<file path="src/rtl/lsu_pkg.sv">
// Shared definitions for the memory-stage load/store unit: access sizes,
// FSM states and the default data memory depth.
package lsu_pkg;

  localparam logic [1:0] SZ_BYTE = 2'b00;
  localparam logic [1:0] SZ_HALF = 2'b01;
  localparam logic [1:0] SZ_WORD = 2'b10;

  localparam int DEPTH_DEFAULT = 256;

  typedef enum logic {
    IDLE  = 1'b0,
    MERGE = 1'b1
  } lsu_state_t;

  function automatic logic is_subword(input logic [1:0] size);
    return (size == SZ_BYTE) || (size == SZ_HALF);
  endfunction

  // Encoding 2'b11 behaves as a word access.
  function automatic logic is_word(input logic [1:0] size);
    return (size == SZ_WORD) || (size == 2'b11);
  endfunction

endpackage

</file>
<file path="src/rtl/lsu_align.sv">
// Combinational lane logic: sub-word load extraction with sign/zero extension,
// and byte/halfword insertion into an old word for read-modify-write stores.
module lsu_align
  import lsu_pkg::*;
(
  input  logic [31:0] ld_word,
  input  logic [1:0]  ld_lane,
  input  logic [1:0]  ld_size,
  input  logic        ld_signed,
  output logic [31:0] ld_data,
  input  logic [31:0] st_old,
  input  logic [15:0] st_wdata,
  input  logic [1:0]  st_lane,
  input  logic [1:0]  st_size,
  output logic [31:0] st_word
);

  logic [7:0]  ld_byte;
  logic [15:0] ld_half;

  always_comb begin
    ld_byte = ld_word[{ld_lane, 3'b000} +: 8];
    ld_half = ld_word[{ld_lane[1], 4'b0000} +: 16];
    case (ld_size)
      SZ_BYTE: ld_data = {{24{ld_signed & ld_byte[7]}}, ld_byte};
      SZ_HALF: ld_data = {{16{ld_signed & ld_half[15]}}, ld_half};
      default: ld_data = ld_word;
    endcase
  end

  // Halfwords always land on the aligned-down half selected by lane[1].
  always_comb begin
    st_word = st_old;
    case (st_size)
      SZ_BYTE: st_word[{st_lane, 3'b000} +: 8]     = st_wdata[7:0];
      SZ_HALF: st_word[{st_lane[1], 4'b0000} +: 16] = st_wdata;
      default: st_word = st_old;
    endcase
  end

endmodule

</file>
<file path="src/rtl/load_store_unit.sv">
// Memory-stage load/store unit: byte-to-word addressing, two-cycle sub-word
// read-modify-write stores with stall, registered load writeback.
// Optional build macro: MISALIGN_CHECK_EN rejects misaligned half/word accesses.
//
// state | meaning
// IDLE  | accept requests; loads and word stores complete here
// MERGE | write the merged word of a sub-word store; request inputs ignored
module load_store_unit
  import lsu_pkg::*;
#(
  parameter int DEPTH = DEPTH_DEFAULT
) (
  input  logic        clk,
  input  logic        reset,
  input  logic        req_valid,
  input  logic        req_write,
  input  logic [1:0]  req_size,
  input  logic        req_signed,
  input  logic [31:0] req_addr,
  input  logic [31:0] req_wdata,
  input  logic [4:0]  req_rd,
  output logic        stall,
  output logic [31:0] mem_addr,
  output logic [31:0] mem_wdata,
  input  logic [31:0] mem_rdata,
  output logic        mem_read,
  output logic        mem_write,
  output logic        wb_valid,
  output logic [31:0] wb_data,
  output logic [4:0]  wb_rd,
  output logic        addr_err
);

  lsu_state_t  state, state_next;

  logic [29:0] req_index;
  logic        in_range;
  logic        misaligned;
  logic        req_bad;

  logic        load_ok;
  logic        err_next;
  logic        capture;

  logic [29:0] lat_index;
  logic [31:0] lat_old;
  logic [1:0]  lat_lane;
  logic [1:0]  lat_size;
  logic [15:0] lat_wdata;

  logic [31:0] load_data;
  logic [31:0] merged_word;

  assign req_index = req_addr[31:2];
  assign in_range  = ({2'b00, req_index} < 32'(DEPTH));

`ifdef MISALIGN_CHECK_EN
  assign misaligned = ((req_size == SZ_HALF) && req_addr[0]) ||
                      (is_word(req_size) && (req_addr[1:0] != 2'b00));
`else
  assign misaligned = 1'b0;
`endif

  assign req_bad = !in_range || misaligned;

  lsu_align u_align (
    .ld_word   (mem_rdata),
    .ld_lane   (req_addr[1:0]),
    .ld_size   (req_size),
    .ld_signed (req_signed),
    .ld_data   (load_data),
    .st_old    (lat_old),
    .st_wdata  (lat_wdata),
    .st_lane   (lat_lane),
    .st_size   (lat_size),
    .st_word   (merged_word)
  );

  // Memory strobes are gated by reset so an in-flight MERGE write is aborted.
  always_comb begin
    state_next = state;
    stall      = 1'b0;
    mem_read   = 1'b0;
    mem_write  = 1'b0;
    mem_addr   = {2'b00, req_index};
    mem_wdata  = req_wdata;
    load_ok    = 1'b0;
    err_next   = 1'b0;
    capture    = 1'b0;
    if (!reset) begin
      case (state)
        IDLE: begin
          if (req_valid) begin
            if (req_bad) begin
              err_next = 1'b1;
            end else if (!req_write) begin
              mem_read = 1'b1;
              load_ok  = 1'b1;
            end else if (is_subword(req_size)) begin
              mem_read   = 1'b1;
              stall      = 1'b1;
              capture    = 1'b1;
              state_next = MERGE;
            end else begin
              mem_write = 1'b1;
            end
          end
        end
        MERGE: begin
          mem_addr   = {2'b00, lat_index};
          mem_wdata  = merged_word;
          mem_write  = 1'b1;
          state_next = IDLE;
        end
        default: state_next = IDLE;
      endcase
    end
  end

  always_ff @(posedge clk or posedge reset) begin
    if (reset) begin
      state     <= IDLE;
      wb_valid  <= 1'b0;
      wb_data   <= 32'h0;
      wb_rd     <= 5'd0;
      addr_err  <= 1'b0;
      lat_index <= 30'd0;
      lat_old   <= 32'h0;
      lat_lane  <= 2'b00;
      lat_size  <= SZ_BYTE;
      lat_wdata <= 16'h0;
    end else begin
      state    <= state_next;
      wb_valid <= load_ok;
      addr_err <= err_next;
      if (load_ok) begin
        wb_data <= load_data;
        wb_rd   <= req_rd;
      end
      if (capture) begin
        lat_index <= req_index;
        lat_old   <= mem_rdata;
        lat_lane  <= req_addr[1:0];
        lat_size  <= req_size;
        lat_wdata <= req_wdata[15:0];
      end
    end
  end

endmodule

</file>
<file path="config.mk">
export PLATFORM = sky130hd
export DESIGN_NAME = load_store_unit
export DESIGN_NICKNAME = d
export VERILOG_FILES = /design/src/rtl/lsu_pkg.sv /design/src/rtl/lsu_align.sv /design/src/rtl/load_store_unit.sv
export SDC_FILE = /design/constraint.sdc
export NUM_CORES = 1
export LEC_CHECK = 0
export BUFFER_PORTS_ARGS = -buffer_cell sky130_fd_sc_hd__buf_2
export CORE_ASPECT_RATIO = 0.9
export CORE_MARGIN = 4
export CORE_UTILIZATION = 35
export CTS_BUF_LIST = sky130_fd_sc_hd__clkbuf_8
export DETAILED_ROUTE_END_ITERATION = 10
export PLACE_DENSITY = 0.58
export SETUP_SLACK_MARGIN = 0.15
export SYNTH_ARGS = -nofsm -noshare
export SYNTH_HDL_FRONTEND = slang
export SYNTH_SLANG_ARGS = --single-unit
</file>
<file path="constraint.sdc">
create_clock -name clk -period 6.85 [get_ports clk]
set_clock_uncertainty 0.15 [all_clocks]
set_input_delay 0.685 -clock clk [delete_from_list [all_inputs] [get_ports clk]]
set_output_delay 0.685 -clock clk [all_outputs]
set_load 0.05 [all_outputs]
</file>
==> impl_metrics.env, run 1 <==
export IMPL_grt_max_degree=71
export IMPL_fin_crit_ns=4.161
export IMPL_critPathSlowestCell="nor4bb_1"
export IMPL_drt_iter0_markers=386
export IMPL_gp_congestion=0.8634
export IMPL_start_util=0.3548
export IMPL_grt_overflow_total=0
export IMPL_die_w_um=154.9
export IMPL_crit_path_end_kind="output port"
export IMPL_grt_total_usage=0.1927
export IMPL_rsz0062_at_grt="false"
export IMPL_netlist_area_um2=6797
export IMPL_yosysUniqueCellTypes=50
export IMPL_ys_async_sr_fraction=1.000
export IMPL_synthCells=642
export IMPL_max_vdd_ir_drop_v=0.0001008
export IMPL_regToRegSetupSlack_ns=3.95
export IMPL_grt_pass1_vias=5579
export IMPL_htreeDepth=4
export IMPL_holdWs_ns=0.2759
export IMPL_cts_buffers=17
export IMPL_cts_root_buf="clkbuf_8"
export IMPL_post_cts_buffers=0
export IMPL_fin_nets=944
export IMPL_status="finished clean"
export IMPL_ios=214
export IMPL_tightest_slew_ns=1.189
export IMPL_hold_buffers=0
export IMPL_areaGrowthSynthToFinish_pct=23.20
export IMPL_maxSlewViolCount=0
export IMPL_dieArea_um2=21720
export IMPL_antenna_found_initial=3
export IMPL_cap_viol_max_count=0
export IMPL_first_pass_iters=6
export IMPL_grt_pass1_wl_um=32590
export IMPL_design_area_um2=8373
export IMPL_fp_dieH_um=140.2
export IMPL_synth_top_area_share=0.4492
export IMPL_path_cells="inv_1 -> ha_1 -> nor4bb_1 -> a22o_1 -> a222oi_1 -> a21oi_1 -> buf_2"
export IMPL_routed_wirelength_um=21210
export IMPL_finalSetupViolCount=0
export IMPL_cts_tree="done"
export IMPL_postRouteAntennaNets=0
export IMPL_ys_ff_latch=122
export IMPL_vias=5797
export IMPL_synth_area_top_cells="dfrtp_1 45%, mux2_2 11%, mux2_1 7.6%, nor2b_1 3.6%, o21ai_0 3.3%"
export IMPL_yosys_top_cells_count="122 x dfrtp_1, 65 x mux2_2, 46 x mux2_1"
export IMPL_yosys_area_top_type="dfrtp_1"
export IMPL_clockBufferDepth=2
export IMPL_final_util=0.4370
export IMPL_critPathLaunchType="flop"
export IMPL_synth_avg_cell_area_um2=10.59
export IMPL_hold_violations=0
export IMPL_seq_area_frac_synth=0.4492
export IMPL_p_per_area_nw_per_um2=187.9
export IMPL_rows=48
export IMPL_synth_edf_count=0
export IMPL_drive_above_1_share=0.3839
export IMPL_cp_max_fo=10
export IMPL_fin_crit_sh=0.6074
export IMPL_via_per_inst=5.284
export IMPL_fin_ws_ns=2.689
export IMPL_min_path_type="primary input to async pin"
export IMPL_critical_path_required_ns=6.01
export IMPL_drc=0
export IMPL_dp_slack_ns=2.875
export IMPL_clock_latency_ns=0.42
export IMPL_rr_worst_depth=5
export IMPL_timing_fmax_mhz=240.3
export IMPL_clk_pin_slew_ns=0.07
export IMPL_place_area_um2=7971
export IMPL_hpwlAfterDp_um=15950
export IMPL_io_buffers=211
export IMPL_crit_arrival_ns=3.33
export IMPL_clock_sinks=122
export IMPL_yosysMostFrequentCell="dfrtp_1"
export IMPL_core_area_um2=19160
export IMPL_tns_ns=0
export IMPL_slew_headroom=0.1968
export IMPL_p_leak_nw=4.152
export IMPL_crit_type="flop to output port"
export IMPL_ctsResizeCount=0
export IMPL_ys_warn_count=0
export IMPL_synth_main_ff_cell="dfrtp_1"
export IMPL_cpPeakStageDelay_ns=1.03
export IMPL_post_drt_wl_per_cell_um=19.33
export IMPL_final_fill_count=1901
## worst max-delay path: cells and delay by family (launching register included)
family                   cells  cell delay [ns]
adder cells (fa/ha/maj)      1             0.44
buffers and inverters        2             0.41
AND/OR/NAND/NOR              1             1.03
AO/OA/AOI/OAI                3             0.52
flip-flops                   1             0.49
## stage by stage
step | total power [mW] | cells
after detailed placement | 0.9554 | 1062
after global placement | 0.9541 | 1062
after floorplan | 0.8734 | 643
after CTS | 1.593 | 1094
after global routing | 1.645 | 1096
final | 1.573 | 1097
## cell families (layout without fill, tap and decap cells)
logic type      Yosys count  in the layout  share of synthesized area
compound gates          161            161                     0.1552
fa+ha+maj                 5              5                   0.009205
buf+inv                  71            272                    0.04989
flops                   122            122                     0.4492
mux                     121            121                     0.1986
other cells               1              5                  0.0005518
simple gates            161            161                     0.1373
## registers in the layout, summed over array words and instances, names as in the netlist
name,cells
lat_lane,2
state,1
wb_rd,5
lat_size,2
lat_old,32
lat_wdata,16
wb_valid,1
wb_data,32
addr_err,1
lat_index,30
## cell type report
type	count	area, µm²	area share
flip-flops and latches	122	3053	0.3646
clock inverters	11	105.1	0.01255
diodes	3	7.507	0.0008966
clock buffers	21	289.0	0.03452
multi-input cells	450	3416	0.4080
repair buffers	217	1101	0.1315
inverters	23	88.84	0.01061
well taps	250	312.8	0.03736
## cells in the final DEF (no fill, tap or decap), drive strengths merged, types with 15 or more instances in the layout
| cell | netlist | routed |
|---|---|---|
| inv | 23 | 28 |
| a31oi | 16 | 16 |
| dfrtp | 122 | 122 |
| a22oi | 24 | 24 |
| a21oi | 18 | 18 |
| clkbuf | 29 | 21 |
| buf | 19 | 217 |
| o21ai | 55 | 55 |
| nor2 | 38 | 38 |
| nor4 | 15 | 15 |
| nor2b | 39 | 39 |
| nand2 | 40 | 40 |
| mux2 | 111 | 111 |
## worst paths after layout
check | end | from
worst max-delay path | mem_wdata[1] | lat_lane[0]
worst min-delay path | wb_valid | reset
worst max register to register | lat_old[28] | state
worst min register to register | wb_rd[3] | wb_rd[3]
max in group asynchronous | wb_data[23] | reset
min in group clk | wb_rd[3] | req_rd[3]
## metal layers
layer	vias up	GRT usage	share of wire
met2	210	0.2791	0.45
met5	-	0	0.00061
met4	2	0.04368	0.0091
met3	16	0.05839	0.075
met1	2832	0.2834	0.47
li1	2737	-	-
## where the power goes
part / total (mW) / internal (mW) / switching (mW) / leakage, nW
Combinational: 0.219 / 0.0631 / 0.156 / 2.24
Clock: 0.634 / 0.355 / 0.279 / 0.218
Sequential: 0.721 / 0.721 / 0.0000462 / 1.69
Power figures use the tool's default switching activity.
==> run 2: changes to the inputs <==
Settings changed: PLACE_DENSITY 0.58 to 0.61.
Clock period 6.85 ns to 3.5 ns, I/O delays scaled along.
==> impl_metrics.env, run 2 (synthesis gave the netlist of run 1 again) <==
export IMPL_reg_top3="lat_old (32), wb_data (32), lat_index (30)"
export IMPL_grt_overflow_total=0
export IMPL_cpMostUsedCell="nand2_1"
export IMPL_cp_top_family="compound AO/OA/AOI/OAI gates"
export IMPL_areaGrowthSynthToFinish_pct=31.04
export IMPL_max_vdd_ir_drop_v=0.0002121
export IMPL_hold_violations=0
export IMPL_p_leak_nw=4.319
export IMPL_antenna_cells=0
export IMPL_internal_power_mw=2.212
export IMPL_hpwlAfterDp_um=15550
export IMPL_path_cells="inv_1 -> ha_1 -> nand2_1 -> o32ai_1 -> nand2_1 -> a31oi_1 -> buf_4"
export IMPL_cp_buffers_inverters=2
export IMPL_status="finished clean"
export IMPL_final_cell_mix="203 x buf_2, 121 x dfrtp_1, 65 x mux2_2"
export IMPL_slew_headroom=0.3862
export IMPL_post_drt_wl_per_cell_um=18.77
export IMPL_fin_nets=990
export IMPL_met1_usage=0.2969
export IMPL_dp_slack_ns=0.3463
export IMPL_ios=214
export IMPL_antenna_found_initial=0
export IMPL_critPathLaunchType="flop"
export IMPL_postRouteAntennaNets=0
export IMPL_clockPowerShare=0.406
export IMPL_critical_path_required_ns=3.00
export IMPL_drc=0
export IMPL_htreeDepth=4
export IMPL_crit_path_end_kind="output port"
export IMPL_r2r_end="lat_wdata[9]"
export IMPL_maxSlewViolCount=0
export IMPL_holdWs_ns=0.02529
export IMPL_cap_viol_max_count=0
export IMPL_dieArea_um2=21720
export IMPL_fin_crit_sh=0.9307
export IMPL_grt_pass1_vias=5793
export IMPL_clock_sinks=122
export IMPL_drive_above_1_share=0.3876
export IMPL_core_area_um2=19160
export IMPL_drt_iter0_markers=449
export IMPL_use_met2=0.2867
export IMPL_clk_pin_slew_ns=0.08
export IMPL_grt_max_degree=79
export IMPL_clockBufferDepth=2
export IMPL_clock_latency_ns=0.43
export IMPL_die_w_um=154.9
export IMPL_seqPwrFrac=0.446
export IMPL_crit_arrival_ns=2.76
export IMPL_p_per_area_nw_per_um2=354.9
export IMPL_rows=48
export IMPL_fin_crit_ns=3.258
export IMPL_io_buffers=211
export IMPL_fp_dieH_um=140.2
export IMPL_critPathSlowestCell="ha_1"
export IMPL_rsz0062_at_grt="true"
export IMPL_cts_tree="done"
export IMPL_grt_total_usage=0.1984
export IMPL_via_per_inst=5.206
export IMPL_startpoint="lat_lane[1]"
export IMPL_grt_pass1_wl_um=33810
export IMPL_path_depth=7
export IMPL_gp_congestion=0.8618
export IMPL_grt_busiest_layer="met1"
export IMPL_vias=5935
export IMPL_timing_fmax_mhz=307.0
export IMPL_p_sw_mw=0.9480
export IMPL_power_share_combinational=0.148
export IMPL_use_met3=0.05561
export IMPL_tightest_slew_ns=0.9207
export IMPL_cts_buffers=17
export IMPL_first_pass_iters=5
export IMPL_regToRegSetupSlack_ns=1.28
export IMPL_worstReg2RegStart="state"
export IMPL_min_path_type="primary input to flop"
export IMPL_cts_root_buf="clkbuf_8"
export IMPL_routed_wirelength_um=21400
export IMPL_rr_worst_depth=4
export IMPL_swShare=0.3000
export IMPL_fin_ws_ns=0.2425
export IMPL_crit_end="mem_wdata[14]"
export IMPL_start_util=0.3548
export IMPL_cp_max_fo=9
export IMPL_final_common_cell="buf_2"
export IMPL_finalSetupViolCount=0
export IMPL_crit_type="flop to output port"
export IMPL_cpPeakStageDelay_ns=0.46
## run 2: cell count changes in the layout (fill, tap and decap cells not counted), sizes merged
cell	change
clkbuf	-1
inv	-1
buf	+3
clkinvlp	+5
dlygate4sd3	+40
diode	-3
## run 2: layout make-up
| type | count | area (µm²) |
|---|---|---|
| Clock buffer | 17 | 234.0 |
| Clock inverter | 15 | 166.4 |
| Fill cell | 1843 | 10250 |
| Inverter | 23 | 90.09 |
| Multi-Input combinational cell | 450 | 3470 |
| Sequential cell | 122 | 3054 |
| Tap cell | 250 | 312.8 |
| Timing Repair Buffer | 263 | 1579 |
## run 2: what timing repair did
item	in CTS	in global routing
hold buffers	40	0
cloned	0	0
endpoints found under the hold margin	40	0
pin swaps	0	1
setup endpoints to repair	16	18
resized for setup	6	12
setup buffers	0	0
## run 2: how the worst min path moves through the flow
stage / startpoint / endpoint / slack, ns / cells past startpoint
6_report: req_wdata[9] / lat_wdata[9] / 0.03 / 2
5_1_grt: mem_rdata[6] / lat_old[6] / 0.005 / 2
4_1_cts: mem_rdata[19] / lat_old[19] / 0.001 / 2
3_5_place_dp: lat_index[27] / lat_index[27] / 0.33 / 1
3_3_place_gp: lat_old[17] / lat_old[17] / 0.32 / 1
2_1_floorplan: lat_index[10] / lat_index[10] / 0.31 / 1
## run 2: metal layers
| metal | wire, µm | up-vias | part of all wire |
|---|---|---|---|
| met5 | 0 | - | 0 |
| met4 | 201 | 0 | 0.0094 |
| met3 | 1603 | 16 | 0.075 |
| met2 | 9331 | 224 | 0.44 |
| met1 | 10260 | 2865 | 0.48 |
| li1 | - | 2830 | - |
## run 2: power groups by stage
stage	combinational [mW]	sequential, mW	clock [mW]
after floorplan	0.271	1.44	0
after CTS	0.469	1.41	1.34
final	0.469	1.41	1.28
after detailed placement	0.432	1.44	0
after global routing	0.506	1.41	1.41
after global placement	0.431	1.44	0
## run 2: through the flow
stage / utilization / power (mW) / cells / cell area, µm² / setup TNS (ns)
after floorplan: - / 1.710 / 643 / 6843 / -30.41
after global placement: 0.4205 / 1.868 / 1068 / 8055 / 0
after detailed placement: 0.4205 / 1.868 / 1068 / 8055 / 0
after CTS: 0.4632 / 3.215 / 1140 / 8875 / 0
after global routing: 0.4649 / 3.322 / 1140 / 8906 / 0
final: 0.4649 / 3.160 / 1140 / 8906 / 0
